**config.mk**
```make
export PLATFORM = sky130hd
export DESIGN_NAME = nl2_dbank_cmd_sched
export DESIGN_NICKNAME = d
export VERILOG_FILES = /design/src/rtl/nl2_dbank_cmd_sched.sv
export SDC_FILE = /design/constraint.sdc
export NUM_CORES = 1
export LEC_CHECK = 0
export CORE_ASPECT_RATIO = 1.25
export CORE_MARGIN = 4
export CORE_UTILIZATION = 24
export CTS_BUF_LIST = sky130_fd_sc_hd__clkbuf_8
export DETAILED_ROUTE_END_ITERATION = 16
export HOLD_SLACK_MARGIN = 0.1
export PLACE_DENSITY = 0.51
export SKIP_CTS_REPAIR_TIMING = 1
export SYNTH_ARGS = -nofsm -noshare
export SYNTH_HDL_FRONTEND = slang
export SYNTH_SLANG_ARGS = --single-unit
export TNS_END_PERCENT = 10
```
**constraint.sdc**
```tcl
create_clock -name dbank_ctrl_clk -period 2.7 [get_ports dbank_ctrl_clk]
set_clock_uncertainty 0.15 [all_clocks]
set_input_delay 0.27 -clock dbank_ctrl_clk [delete_from_list [all_inputs] [get_ports dbank_ctrl_clk]]
set_output_delay 0.27 -clock dbank_ctrl_clk [all_outputs]
set_load 0.05 [all_outputs]
```
**src/rtl/nl2_dbank_cmd_sched.sv**
```systemverilog
// Data-bank command scheduler: arbitrates read and write request streams onto
// one held command bus, with bounded fairness and a drain phase before init.
module nl2_dbank_cmd_sched #(
  parameter int unsigned BNK_ADDR_SIZE = 10,
  parameter int unsigned CMD_ID_SIZE   = 1,
  parameter int unsigned MAX_STREAK    = 4
) (
  input  logic                     dbank_ctrl_clk,
  input  logic                     rst_a_n,
  input  logic                     rd_req_valid,
  input  logic [BNK_ADDR_SIZE-1:0] rd_req_addr,
  input  logic [CMD_ID_SIZE-1:0]   rd_req_id,
  input  logic                     rd_req_err,
  output logic                     rd_req_accept,
  input  logic                     wr_req_valid,
  input  logic [BNK_ADDR_SIZE-1:0] wr_req_addr,
  input  logic [CMD_ID_SIZE-1:0]   wr_req_id,
  input  logic                     wr_req_err,
  input  logic                     wr_req_init,
  output logic                     wr_req_accept,
  output logic                     do_rd,
  output logic                     do_wr,
  output logic                     init_cmd,
  output logic [BNK_ADDR_SIZE-1:0] cmd_addr,
  output logic [CMD_ID_SIZE-1:0]   cmd_id,
  output logic                     cmd_err,
  input  logic                     rd_done,
  input  logic                     wr_done,
  input  logic                     init_done,
  input  logic                     rd_idle,
  input  logic                     wr_idle,
  output logic                     sched_idle
);

  // Streak counter holds values up to 15.
  localparam int unsigned STREAK_W = 4;
  localparam logic [STREAK_W-1:0] STREAK_MAX = STREAK_W'(MAX_STREAK);

  typedef enum logic [2:0] {
    S_IDLE  = 3'd0,
    S_RD    = 3'd1,
    S_WR    = 3'd2,
    S_DRAIN = 3'd3,
    S_INIT  = 3'd4
  } state_t;

  state_t                   state_q, state_d;
  logic [STREAK_W-1:0]      streak_q, streak_d;
  logic                     last_q, last_d;      // 1 = last grant was write
  logic                     do_rd_d, do_wr_d, init_d;
  logic [BNK_ADDR_SIZE-1:0] addr_d;
  logic [CMD_ID_SIZE-1:0]   id_d;
  logic                     err_d;
  logic                     grant_rd, grant_wr, keep_last;
  logic                     other_valid;

  // Arbitration: init wins, single stream wins, otherwise bounded-streak fairness.
  always_comb begin
    grant_rd  = 1'b0;
    grant_wr  = 1'b0;
    keep_last = 1'b0;
    if (state_q == S_IDLE) begin
      if (wr_req_valid && wr_req_init) begin
        grant_wr = 1'b1;
      end else if (rd_req_valid && wr_req_valid) begin
        // A zero streak means no run in progress, so the opposite stream goes first.
        keep_last = (streak_q != STREAK_W'(0)) && (streak_q < STREAK_MAX);
        if (keep_last) begin
          grant_wr = last_q;
        end else begin
          grant_wr = ~last_q;
        end
        grant_rd = ~grant_wr;
      end else if (rd_req_valid) begin
        grant_rd = 1'b1;
      end else if (wr_req_valid) begin
        grant_wr = 1'b1;
      end
    end
  end

  // Streak bookkeeping for the granted stream.
  always_comb begin
    other_valid = grant_wr ? rd_req_valid : wr_req_valid;
    streak_d    = streak_q;
    last_d      = last_q;
    if (grant_rd || grant_wr) begin
      last_d = grant_wr;
      if (!other_valid) begin
        streak_d = STREAK_W'(0);
      end else if (grant_wr == last_q) begin
        streak_d = (streak_q >= STREAK_MAX) ? STREAK_MAX : streak_q + STREAK_W'(1);
      end else begin
        streak_d = STREAK_W'(1);
      end
    end
  end

  // Next-state, command capture and accept strobes.
  always_comb begin
    state_d       = state_q;
    do_rd_d       = do_rd;
    do_wr_d       = do_wr;
    init_d        = init_cmd;
    addr_d        = cmd_addr;
    id_d          = cmd_id;
    err_d         = cmd_err;
    rd_req_accept = 1'b0;
    wr_req_accept = 1'b0;
    unique case (state_q)
      S_IDLE: begin
        if (grant_rd) begin
          rd_req_accept = 1'b1;
          addr_d        = rd_req_addr;
          id_d          = rd_req_id;
          err_d         = rd_req_err;
          do_rd_d       = 1'b1;
          state_d       = S_RD;
        end else if (grant_wr) begin
          wr_req_accept = 1'b1;
          addr_d        = wr_req_addr;
          id_d          = wr_req_id;
          err_d         = wr_req_err;
          if (wr_req_init) begin
            state_d = S_DRAIN;
          end else begin
            do_wr_d = 1'b1;
            state_d = S_WR;
          end
        end
      end
      S_RD: begin
        if (rd_done) begin
          do_rd_d = 1'b0;
          state_d = S_IDLE;
        end
      end
      S_WR: begin
        if (wr_done) begin
          do_wr_d = 1'b0;
          state_d = S_IDLE;
        end
      end
      S_DRAIN: begin
        if (rd_idle && wr_idle) begin
          do_wr_d = 1'b1;
          init_d  = 1'b1;
          state_d = S_INIT;
        end
      end
      S_INIT: begin
        // wr_done is deliberately ignored; only init_done closes the command.
        if (init_done) begin
          do_wr_d = 1'b0;
          init_d  = 1'b0;
          state_d = S_IDLE;
        end
      end
      default: begin
        do_rd_d = 1'b0;
        do_wr_d = 1'b0;
        init_d  = 1'b0;
        state_d = S_IDLE;
      end
    endcase
  end

  // Scheduler is idle only with nothing in flight and nothing requested.
  assign sched_idle = (state_q == S_IDLE) && !rd_req_valid && !wr_req_valid;

  // State and registered command outputs.
  always_ff @(posedge dbank_ctrl_clk or negedge rst_a_n) begin
    if (!rst_a_n) begin
      state_q  <= S_IDLE;
      streak_q <= STREAK_W'(0);
      last_q   <= 1'b0;
      do_rd    <= 1'b0;
      do_wr    <= 1'b0;
      init_cmd <= 1'b0;
      cmd_addr <= BNK_ADDR_SIZE'(0);
      cmd_id   <= CMD_ID_SIZE'(0);
      cmd_err  <= 1'b0;
    end else begin
      state_q  <= state_d;
      streak_q <= streak_d;
      last_q   <= last_d;
      do_rd    <= do_rd_d;
      do_wr    <= do_wr_d;
      init_cmd <= init_d;
      cmd_addr <= addr_d;
      cmd_id   <= id_d;
      cmd_err  <= err_d;
    end
  end

endmodule

```
Yosys cells after proc, flatten, opt, wreduce, memory -nomap -nowiden:

Index checks and enable logic that the tools add are counted.

* input port bits: 34
* output and inout port bits: 18
* register bits after elaboration: 23

* order comparisons: 2
* bitwise logic cells: 5
* $add $sub $neg: 1
* reduce and logical (&&, ||, !) cells: 19
* multiplexer cells: 47
* eq/ne operators: 14

Operators with widths (count)
* $mux W1: 32
* $mux W10: 2
* $mux W3: 6
* $ne A2 B2 Y1 const B: 8
* $pmux W3 S5: 1
* $mux W4: 3
* $reduce_and A7 Y1: 1
* $eq A3 B2 Y1 const B: 2
* $logic_and A1 B1 Y1: 6
* $pmux W1 S3: 2
* $reduce_and A3 Y1: 2
* $reduce_or A3 Y1: 2
* $not A1 Y1: 5
* $pmux W1 S5: 1
* $reduce_and A5 Y1: 1
* $add A4 B1 Y4 const B: 1
* $ge A4 B3 Y1 const B: 1
* $lt A4 B3 Y1 const B: 1
* $reduce_bool A4 Y1: 1
* $eq A3 B1 Y1 const B: 1
* $eq A3 B3 Y1 const B: 1
* $logic_not A3 Y1: 1
* $ne A3 B3 Y1 const B: 1
* $logic_not A1 Y1: 2
* 4 further kinds: 4

Depth between registers and ports, before layout:

* depth in word-level cells: 12
* gate-level depth with buffers: 8
* depth with buffers taken out: 6

Worst setup path after synthesis:

OpenSTA, ideal clock, no wires.

* kind: reg-to-output
* start: reg streak_q[0]
* end: out wr_req_accept
* setup slack: -12 ps
* data required time: 2280 ps
* arrival: 2292 ps
* stages on the path, launching flop included: 6
* cell sequence: dfrtp_1 > inv_1 > ha_1 > o31ai_1 > a21oi_1 > a211oi_1

* word-level cells in the longest chain between the ends: 12

RTL lines
* start: declaration: RTL line 48 `logic [STREAK_W-1:0] streak_q, streak_d;`
* start signal: assignment: RTL line 185 `streak_q <= streak_d;`
* $lt A4 B3 Y1 / $reduce_bool A4 Y1 (equally long branches): RTL line 67 `keep_last = (streak_q != STREAK_W'(0)) && (streak_q < STREAK_MAX);`
* $logic_and A1 B1 Y1 (*): RTL line 67
* $mux W1 (*): RTL line 68 `if (keep_last) begin`
* $mux W1 (*): RTL line 65 `end else if (rd_req_valid && wr_req_valid) begin`
* $mux W1 (*): RTL line 63 `if (wr_req_valid && wr_req_init) begin`
* $mux W1 (*): RTL line 62 `if (state_q == S_IDLE) begin`
* $mux W1 / $not A1 Y1 (equally long branches): RTL line 65, 73
* $mux W1, on equally long branches: RTL line 63, 65
* $mux W1, on equally long branches: RTL line 62, 63
* $mux W1, on equally long branches: RTL line 119, 62
* $mux W1 (*): RTL line 112 `if (grant_rd) begin`
* $mux W1 (*): RTL line 110 `unique case (state_q)`
* end: declaration: RTL line 20 `output logic wr_req_accept,`

Mark *: on every way between the ends. The rest lies on a longest branch, timed or not. The select of a mux whose other input is x is not followed.

Worst setup path after layout:

* start: reg streak_q[0]
* end: out rd_req_accept

* word-level cells in the longest chain between the ends: 12

RTL lines
* $lt A4 B3 Y1 / $reduce_bool A4 Y1 (equally long branches): RTL line 67
* $logic_and A1 B1 Y1 (*): RTL line 67
* $mux W1 (*): RTL line 68
* $mux W1 (*): RTL line 65
* $mux W1 (*): RTL line 63
* $mux W1 (*): RTL line 62
* $not A1 Y1 (*): RTL line 73 `grant_rd = ~grant_wr;`
* $mux W1 (*): RTL line 65
* $mux W1 (*): RTL line 63
* $mux W1 (*): RTL line 62
* $mux W1 (*): RTL line 112
* $mux W1 (*): RTL line 110
* end: declaration: RTL line 14 `output logic rd_req_accept,`

Marks and branches as above.

==> metrics.yaml <==
synth-async-reset-ratio: 1.00
timing.critical_path.arrival_ns: 2.01
combinational_power_share: 0.608
hp-class: "input pin to async pin"
p_leak_nw: 0.837
critical_path.cell_chain: "inv_1 > ha_1 > or4_4 > a31o_1 > nand2b_4 > inv_1 > buf_12"
sink_count: 23
critical-path-max-stage-delay_ns: 0.43
htreeDepth: 1
tightestPinTransition_ns: 0.513
timing.final.crit_share: 0.901
sequentialPowerShare: 0.291
synth_fp_nets: 168
ys_types: 38
finalPower_w: 0.00212
die_x_um: 73.1
synth-seq-cells: 23
dr.first_iter.drc_count: 78
clockPowerShare: 0.101
grt.total_usage: 0.106
layout-drive-gt1-share: 0.0929
critPathRequiredTime_ns: 2.28
avgRoutedWirePerCell_um: 13.3
synth_cells: 132
die_span_y_um: 89.3
hpwl_dp_um: 2490
drv_slew: 0
maxCapViolCount: 0
vias: 1151
final_net_count: 220
power.switching_w: 0.00104
cp.buffers_inverters: 3
critPathLaunchType: "flop"
gp_routability_congestion: 0.769
path_delay_family: "simple AND/OR/NAND/NOR gates"
layout_commonest_cell: "sky130_fd_sc_hd__clkdlybuf4s50_1"
synthesis.area_per_instance_um2: 9.62
yosys_most_used_dff: "sky130_fd_sc_hd__dfrtp_1"
crit_fanout: 3
clock_root_buffer_master: "sky130_fd_sc_hd__clkbuf_8"
yosys_warnings: 0
pin_count: 52
critical_path_s_slowest_cell: "sky130_fd_sc_hd__or4_4"
clock_slew_at_reported_path_ffs_ns: 0.08
antenna_left: 0
internal_power_w: 0.00108
cts_tree: "done"
number_of_global_route_vias_before_repair: 1236
critical-path-top-cell-by-count: "sky130_fd_sc_hd__inv_1"
clock_insertion_delay_worst_skew_ns: 0.26
power.share.switching: 0.489
timing.critical_path.from: "streak_q[0]"
timing.rr.start: "streak_q[0]"
edff_count_synth: 0
fp-row-count: 29
grt_antenna_before_repair: 0
mostFrequentLayoutCells: "48 x sky130_fd_sc_hd__clkdlybuf4s50_1, 23 x sky130_fd_sc_hd__dfrtp_1, 17 x sky130_fd_sc_hd__nor2_1"
grt_overflow_total: 0
power.density_nw_per_um2: 1130
rsz0062_at_grt: "no"
max_slew_margin: 0.657
fin_crit_ns: 2.43
routed_wl_um: 3270
totalNegativeSetupSlack_ns: 0
outcome: "completed"
grt_first_pass_wirelength_um: 5440
drt_pre_antenna_iters: 4
insertedDiodeCount: 0
max-clock-path-buffers: 2
syn_to_final_growth_pct: 47.9
cts_buffers: 3
synth.cell_area_um2: 1270
synth_seq_area_share: 0.453
initial_utilization: 0.248
buffer_ports.inserted: 51
die_area_um2: 6530
worst_setup_path_class: "flop to output pin"
power.ir.vdd_worst_mv: 0.473
vias_per_cell: 4.70
drc_errors: 0
final-hold-violation-count: 0
grt_max_degree: 27
crit_path_capture_type: "output pin"
achievable-frequency_mhz: 411
floorplan.core_area_um2: 5120
report.final.setup_viol: 0
cell usage after synthesis, types with 2 or more instances:
master                     count  share of area
sky130_fd_sc_hd__a211oi_1      2          0.012
sky130_fd_sc_hd__nor3_1        2         0.0079
sky130_fd_sc_hd__inv_1         5          0.015
sky130_fd_sc_hd__nand2_1       7          0.021
sky130_fd_sc_hd__clkbuf_1      3         0.0089
sky130_fd_sc_hd__o21ai_0       6          0.024
sky130_fd_sc_hd__o21bai_1      2          0.012
sky130_fd_sc_hd__a31oi_1       2         0.0099
sky130_fd_sc_hd__a21oi_1      16          0.063
sky130_fd_sc_hd__nor3b_1       2          0.012
sky130_fd_sc_hd__nand3_1       3          0.012
sky130_fd_sc_hd__dfrtp_1      23           0.45
sky130_fd_sc_hd__ha_1          2          0.020
sky130_fd_sc_hd__nand3b_1      2          0.012
sky130_fd_sc_hd__nor2_1       17          0.050
sky130_fd_sc_hd__mux2i_1      12          0.095
sky130_fd_sc_hd__a21o_1        2          0.012
sky130_fd_sc_hd__a22o_1        2          0.014
sky130_fd_sc_hd__buf_6         2          0.018
sky130_fd_sc_hd__nor2b_1       2         0.0099
flip-flops by register name, indices dropped and copies added (netlist names):
register,cells
init_cmd,1
cmd_err,1
do_rd,1
streak_q,4
last_q,1
do_wr,1
cmd_addr,10
state_q,3
cmd_id,1
cells by family after synthesis:
kind of cell,synth area share
flops,0.453
mux,0.0946
compound gates,0.190
simple gates,0.175
fa+ha+maj,0.0197
buf+inv,0.0670
layout make-up:
class / count / area [um2]
Clock buffer: 3 / 41.3
Clock inverter: 1 / 5.00
Fill cell: 523 / 3240
Inverter: 5 / 18.8
Multi-Input combinational cell: 96 / 614
Sequential cell: 23 / 576
Tap cell: 62 / 77.6
Timing Repair Buffer: 55 / 546
power groups by stage:
| stage | registers, W | clock network, W | logic [W] |
|---|---|---|---|
| after global placement | 0.000611 | 0 | 0.00129 |
| final | 0.000616 | 0.000215 | 0.00129 |
| after global routing | 0.000644 | 0.000245 | 0.00139 |
| after CTS | 0.000616 | 0.000228 | 0.00130 |
| after detailed placement | 0.000618 | 0 | 0.00130 |
| after floorplan | 0.000952 | 0 | 0.000554 |
stage by stage:
step                      hold WS (ns)  instances  utilization  instance area (um2)  worst slack [ns]
after floorplan                 -0.176        132            -                 1270             0.420
after global placement           0.355        241        0.358                 1830             0.550
after detailed placement         0.367        241        0.358                 1830             0.487
after CTS                        0.222        245        0.367                 1880             0.262
after global routing             0.253        245        0.367                 1880             0.128
final                            0.212        245        0.367                 1880             0.268
metal layers:
metal / wire length (um) / vias up / global-route usage
li1: - / 565 / -
met1: 1450 / 525 / 0.124
met2: 1490 / 59 / 0.185
met3: 308 / 2 / 0.0281
met4: 17 / 0 / 0.0352
met5: 0 / - / 0
final timing paths:
kind / to / slack (ns) / cells after the start
worst max-delay path: rd_req_accept / 0.27 / 7
worst min-delay path: last_q / 0.21 / 2
max in group asynchronous: cmd_addr[3] / 1.96 / 2
worst max register to register: cmd_addr[7] / 0.52 / 7
min in group dbank_ctrl_clk: init_cmd / 0.38 / 2
worst min register to register: init_cmd / 0.38 / 2
(Power assumes the default switching activity.)
